`src/rtl/button_conditioner_pkg.sv`:
```
// Shared clock and timing constants for the push-button conditioning path.
package button_conditioner_pkg;

  localparam int unsigned CLK_HZ                  = 100_000_000;
  // 10 ms of stable samples at the system clock rate
  localparam int unsigned DEBOUNCE_CYCLES_DEFAULT = CLK_HZ / 100;

endpackage

```
`src/rtl/debounce_channel.sv`:
```
// One button channel: 2-flop synchroniser, stability counter, debounced level
// and registered press/release pulses.
module debounce_channel
  import button_conditioner_pkg::*;
#(
  parameter int unsigned DEBOUNCE_CYCLES = DEBOUNCE_CYCLES_DEFAULT
) (
  input  logic clock_i,
  input  logic reset_n_i,
  input  logic button_i,
  output logic level_o,
  output logic press_o,
  output logic release_o,
  output logic press_next_c
);

  localparam int unsigned CNT_W = $clog2(DEBOUNCE_CYCLES);

  logic             s1;
  logic             s2;
  logic [CNT_W-1:0] cnt;
  logic [CNT_W-1:0] cnt_nxt;
  logic             accept_c;
  logic             release_next_c;

  // Any sample matching the current level restarts the count; DC-1 resolves to accept
  always_comb begin
    cnt_nxt  = '0;
    accept_c = 1'b0;
    if (s2 != level_o) begin
      if (cnt == CNT_W'(DEBOUNCE_CYCLES - 1)) begin
        accept_c = 1'b1;
      end else begin
        cnt_nxt = cnt + CNT_W'(1);
      end
    end
  end

  assign press_next_c   = accept_c & s2;
  assign release_next_c = accept_c & ~s2;

  always_ff @(posedge clock_i) begin
    if (!reset_n_i) begin
      s1        <= 1'b0;
      s2        <= 1'b0;
      cnt       <= '0;
      level_o   <= 1'b0;
      press_o   <= 1'b0;
      release_o <= 1'b0;
    end else begin
      s1        <= button_i;
      s2        <= s1;
      cnt       <= cnt_nxt;
      press_o   <= press_next_c;
      release_o <= release_next_c;
      if (accept_c) begin
        level_o <= s2;
      end
    end
  end

endmodule

```
`src/rtl/button_conditioner.sv`:
```
// Debounces N independent push-buttons into clean levels plus press/release pulses.
module button_conditioner
  import button_conditioner_pkg::*;
#(
  parameter int unsigned N_BUTTONS       = 4,
  parameter int unsigned DEBOUNCE_CYCLES = DEBOUNCE_CYCLES_DEFAULT
) (
  input  logic                 clock_i,
  input  logic                 reset_n_i,
  input  logic [N_BUTTONS-1:0] buttons_i,
  output logic [N_BUTTONS-1:0] buttons_o,
  output logic [N_BUTTONS-1:0] press_o,
  output logic [N_BUTTONS-1:0] release_o,
  output logic                 any_press_o
);

  logic [N_BUTTONS-1:0] press_next_c;

  for (genvar k = 0; k < N_BUTTONS; k++) begin : g_chan
    debounce_channel #(
      .DEBOUNCE_CYCLES(DEBOUNCE_CYCLES)
    ) u_chan (
      .clock_i     (clock_i),
      .reset_n_i   (reset_n_i),
      .button_i    (buttons_i[k]),
      .level_o     (buttons_o[k]),
      .press_o     (press_o[k]),
      .release_o   (release_o[k]),
      .press_next_c(press_next_c[k])
    );
  end

  // Built from the channels' next-pulse values so it lines up with press_o
  always_ff @(posedge clock_i) begin
    if (!reset_n_i) begin
      any_press_o <= 1'b0;
    end else begin
      any_press_o <= |press_next_c;
    end
  end

endmodule

```
`config.mk`:
```
export PLATFORM = sky130hd
export DESIGN_NAME = button_conditioner
export DESIGN_NICKNAME = d
export VERILOG_FILES = /design/src/rtl/button_conditioner_pkg.sv /design/src/rtl/debounce_channel.sv /design/src/rtl/button_conditioner.sv
export SDC_FILE = /design/constraint.sdc
export NUM_CORES = 1
export LEC_CHECK = 0
export CAP_MARGIN = 0
export CORE_MARGIN = 5
export CORE_UTILIZATION = 32
export DETAILED_ROUTE_END_ITERATION = 12
export HOLD_SLACK_MARGIN = 0.05
export PLACE_DENSITY_LB_ADDON = 0.12
export SLEW_MARGIN = 20
export SYNTH_ARGS = -nofsm -noshare
export SYNTH_HDL_FRONTEND = slang
export SYNTH_SLANG_ARGS = --single-unit
```
`constraint.sdc`:
```
create_clock -name clock_i -period 5.3 [get_ports clock_i]
set_input_delay 0.795 -clock clock_i [delete_from_list [all_inputs] [get_ports clock_i]]
set_output_delay 0.795 -clock clock_i [all_outputs]
set_load 0.02 [all_outputs]
```
Word-level counts from Yosys, hierarchy flattened
Cells that the tools add are included.
Storage, ports and cells
  bits in registers: 101
  bits in latches: 0
  RAM bits: 0
  bits in read-only memories: 0
  memories kept: 0
Cells by class
  add/sub/neg operators: 4
  multipliers: 0
  div/mod/pow operators: 0
  $lt $le $gt $ge: 0
  equality and inequality tests: 8
  shift-type cells: 0
  muxes and demuxes: 8
  bitwise logic cells: 17
  reductions and logical operators: 5
Operators with widths (count)
  $add 20x1->20 const B: 4
  $eq 20x20->1 const B: 4
  $reduce_or 3->1: 4
  $not 1->1: 9
  $and 1x1->1: 8
  $mux 1: 8
  $ne 1x1->1: 4
  $reduce_or 4->1: 1

Depth between registers and ports, before layout
  depth after elaboration: 5
  mapped depth: 7

Cells and area by module
From an unflattened synthesis, not the netlist that was laid out.
Second synthesis, totals
  cell total of the unflattened synthesis: 518
  area total of the unflattened synthesis: 4530.6 µm²
Modules (own cells, without submodules)
  debounce_channel: instances 4, cells an instance 129, area an instance 1124.8 µm², seq. area each 500.5 µm²
  button_conditioner: instances 1, cells an instance 2, area an instance 31.3 µm², seq. area each 20.0 µm²

Worst setup path before layout
Ideal clock, no wire load.
  kind: register to register
  start: register g_chan[2].u_chan.cnt[0]
  end: register any_press_o
  setup time: 0.064 ns
  data arrival time: 1.884 ns
  path slack: 3.352 ns
  stages on the path, launching flop included: 6
  path buffers: 0
  period minus slack after synthesis: 1.948 ns
  cells stage by stage: dfxtp_1 > ha_1 > nand3_4 > or4_4 > or4_1 > nand4_2
On the way
  word-level cells in the longest chain between the ends: 5
Ends and longest elaborated chain
  start: declaration: line debounce_channel.sv:21  | logic [CNT_W-1:0] cnt;
  start signal: assignment: line debounce_channel.sv:53  | cnt <= cnt_nxt;
  $eq 20x20->1: line debounce_channel.sv:31  | if (cnt == CNT_W'(DEBOUNCE_CYCLES - 1)) begin
  $mux 1: line debounce_channel.sv:31
  $mux 1: line debounce_channel.sv:30  | if (s2 != level_o) begin
  $and 1x1->1: line debounce_channel.sv:39  | assign press_next_c = accept_c & s2;
  $reduce_or 4->1: line button_conditioner.sv:38  | any_press_o <= |press_next_c;
  end signal: assignment: line button_conditioner.sv:38
  end: declaration: line button_conditioner.sv:14  | output logic any_press_o
Every way passes these cells.
A chain may end at the register's enable or synchronous reset.

Worst setup path after layout
  start: input reset_n_i
  end: register g_chan[1].u_chan.cnt[18]
On the way
  word-level cells in the longest chain between the ends: 2
Ends and longest elaborated chain
  start: declaration: line button_conditioner.sv:9  | input logic reset_n_i,
  $not 1->1 (no line)
  $reduce_or 3->1 (no line)
  end signal: assignment: line debounce_channel.sv:53
  end: declaration: line debounce_channel.sv:21
Every way passes these cells.

==> reports/metrics.cfg <==
[worst_setup_path]
crit_required_ns=5.56
crit-reg2reg-launch=g_chan[1].u_chan.cnt[0]
crit_path_end_kind=register
path_class=in -> reg
cp.arrival_ns=2.71
critPathLaunchType=primary input
cp-startpoint=reset_n_i
cp_max_fo=18

[clock_network]
ctsResizeCount=0
clk_path_buf_depth=2
clk_pin_slew_ns=0.07
post-cts-setup-buffer-count=0
insertion_delay_ns=0.34
htreeDepth=3
cts_root_buf=clkbuf_16
hold_buffers=0
cts_made_buffers=9
clkSinkCount=101
cts_tree=done

[route]
drtIter0Drc=227
drc=0
antenna_left=0
viasPerCell=4.815
wl_mm=8.756
drt_pass1_iterations=4
wl_per_cell_um=12.49
vias=3375

[synthesis]
synth-warning-count=0
syn-num-nets=521
ys_seq_area_share_pct=44.90
avgSynthCellArea_sq_um=8.812
synth_seq_cells=101
synth_area_leaders=dfxtp_1, xnor2_1, nor2_1
syn_inst=511
synth_top_area_share_pct=44.90
synth.distinct_cells=39
netlist_area_sq_um=4503
synth_top_area_cell=dfxtp_1

[timing]
fmax_ghz=0.4083
finalCritPeriodShare_pct=46.21
drv_slew=0
tightest_slew_ns=0.7742
rsz0062_at_grt=no
finalCriticalPeriod_ns=2.449
max-slew-margin-rel_pct=48.38
setup_viol=0
setup_tns_ns=0
finalHoldViolCount=0
finClkSkew_ns=0.005893

[global_routing]
antenna_found_initial=0
grt-ovfl-total=0
grtUsageTotal_pct=11.28
grt_max_degree=21
grt_pass1_vias=3168
grt_pass1_wl_mm=15.28

[placed_design]
portBuffers=18
hpwl_mm=6.189
gp_congestion=0.7947
dp_cells=685

[power]
vdd_drop_max_v=0.0001771
p_int_mw=1.140
swShare_pct=20.00
powerDensity_nw_per_um2=282.6
comb_power_share_pct=1.2
p_switching_mw=0.2850
cellLeakagePower_nw=1.478
seqPwrFrac_pct=53.7
clockPowerShare_pct=45.1

[cells_and_area]
drive_gt1_share_pct=6.526
fin_cells=701
n_fill_cell=1400
diodes=0
final_nets=526
area_delta_synth_final_pct=11.98

[worst_hold_path]
worstHoldStart=g_chan[3].u_chan.s1
hp-class=reg -> reg

[floorplan]
start_util_pct=32.57
die_w_um=128.6
rows=43
die_area_sq_um=16540
die_h_um=128.6
core_area_sq_um=13830
pin_count=19

[flow_run]
cap_violations=0

[status]
status=completed

[critical path, stage by stage]
cell,delay [ns]
clkdlybuf4s50_1,0.81
clkinv_1,0.40
nor2_1,0.25
o21ai_2,0.24
a21oi_1,0.21
[synth_stat cells (all sizes together)]
library cell	number
and4	10
nor4	19
nand3	29
nor2	73
nor3	18
buf	15
nor4b	4
clkdlybuf4s50	1
dfxtp	101
or4b	1
nor2b	1
o211ai	1
o31ai	2
or3b	3
ha	4
nand4	27
nor4bb	1
or4	10
nand2	33
clkinv	1
o21ai	18
a21oi	20
xnor2	40
and3	6
or3	12
xor2	20
clkbuf	9
a31o	3
and2	12
inv	17
[final timing paths]
path	cells after the start	endpoint	slack, ns
setup / recovery	5	g_chan[1].u_chan.cnt[18]	2.85
hold / removal	1	g_chan[3].u_chan.s2	0.43
setup reg to reg	5	g_chan[1].u_chan.cnt[9]	2.96
hold reg to reg	1	g_chan[3].u_chan.s2	0.43
[layout by cell type (no fill, tap or decap), types with 2 or more instances in the layout]
master,n
nor2_1,73
nand2_1,33
nor3_1,18
or3b_1,3
o21ai_2,3
dfxtp_1,101
nand4_2,3
clkbuf_8,4
o21ai_0,15
clkbuf_1,3
or4_1,5
and3_1,6
or4_4,5
and4_2,2
xor2_1,20
nand4_1,24
and4_1,8
nand3_1,26
a21oi_1,20
or3_1,12
ha_1,4
nand3_2,2
and2_1,11
o31ai_1,2
inv_1,17
nor4_1,19
xnor2_1,40
a31o_2,3
clkbuf_16,9
clkdlybuf4s50_1,18
nor4b_1,4
[layout make-up]
cell class	count	area (sq um)	area share, %
Tap cell	180	225.2	4.466
Clock buffer	16	291.5	5.782
Inverter	18	67.56	1.340
Multi-Input combinational cell	367	2248	44.59
Sequential cell	101	2022	40.10
Timing Repair Buffer	19	187.7	3.722
[power by group through the flow]
stage / sequential, mW / clock (mW) / combinational, mW
floorplan: 0.782 / 0 / 0.0114
global placement: 0.782 / 0 / 0.0175
detailed placement: 0.782 / 0 / 0.0175
CTS: 0.765 / 0.665 / 0.0175
global route: 0.765 / 0.697 / 0.0193
finish: 0.765 / 0.643 / 0.0169
[sequential cells by signal, summed over array words and instances (netlist names)]
signal,flops
g_chan.u_chan.press_o,4
g_chan.u_chan.s1,4
g_chan.u_chan.cnt,80
g_chan.u_chan.s2,4
g_chan.u_chan.release_o,4
g_chan.u_chan.level_o,4
any_press_o,1
[metrics by stage]
| stage | total power [mW] | hold slack (ns) | util [%] | area (sq um) | worst slack (ns) |
|---|---|---|---|---|---|
| floorplan | 0.7932 | 0.4119 | - | 4503 | 3.352 |
| global placement | 0.8000 | 0.4150 | 34.36 | 4751 | 2.478 |
| detailed placement | 0.8000 | 0.4193 | 34.36 | 4751 | 2.417 |
| CTS | 1.448 | 0.4355 | 36.47 | 5042 | 2.780 |
| global route | 1.482 | 0.4455 | 36.47 | 5042 | 2.587 |
| finish | 1.425 | 0.4271 | 36.47 | 5042 | 2.851 |
[metal layers]
layer | global-route usage (%) | up-vias | wire length, um
met4 | 5.003 | 0 | 180
li1 | - | 1797 | -
met1 | 15.28 | 1538 | 4533
met2 | 17.44 | 28 | 3831
met5 | 0 | - | 0
met3 | 2.242 | 12 | 210
[logic make-up (layout without fill, tap and decap cells)]
kind of cell,count (synthesis),count (layout),synth area share (%)
buffers and inverters,43,53,5.168
xor gates and xnor gates,60,60,11.67
and+or+nand+nor,259,259,31.59
AOI/OAI and AO/OA,44,44,5.557
DFF,101,101,44.90
adders and majority gates,4,4,1.111
(Power assumes the default switching activity.)
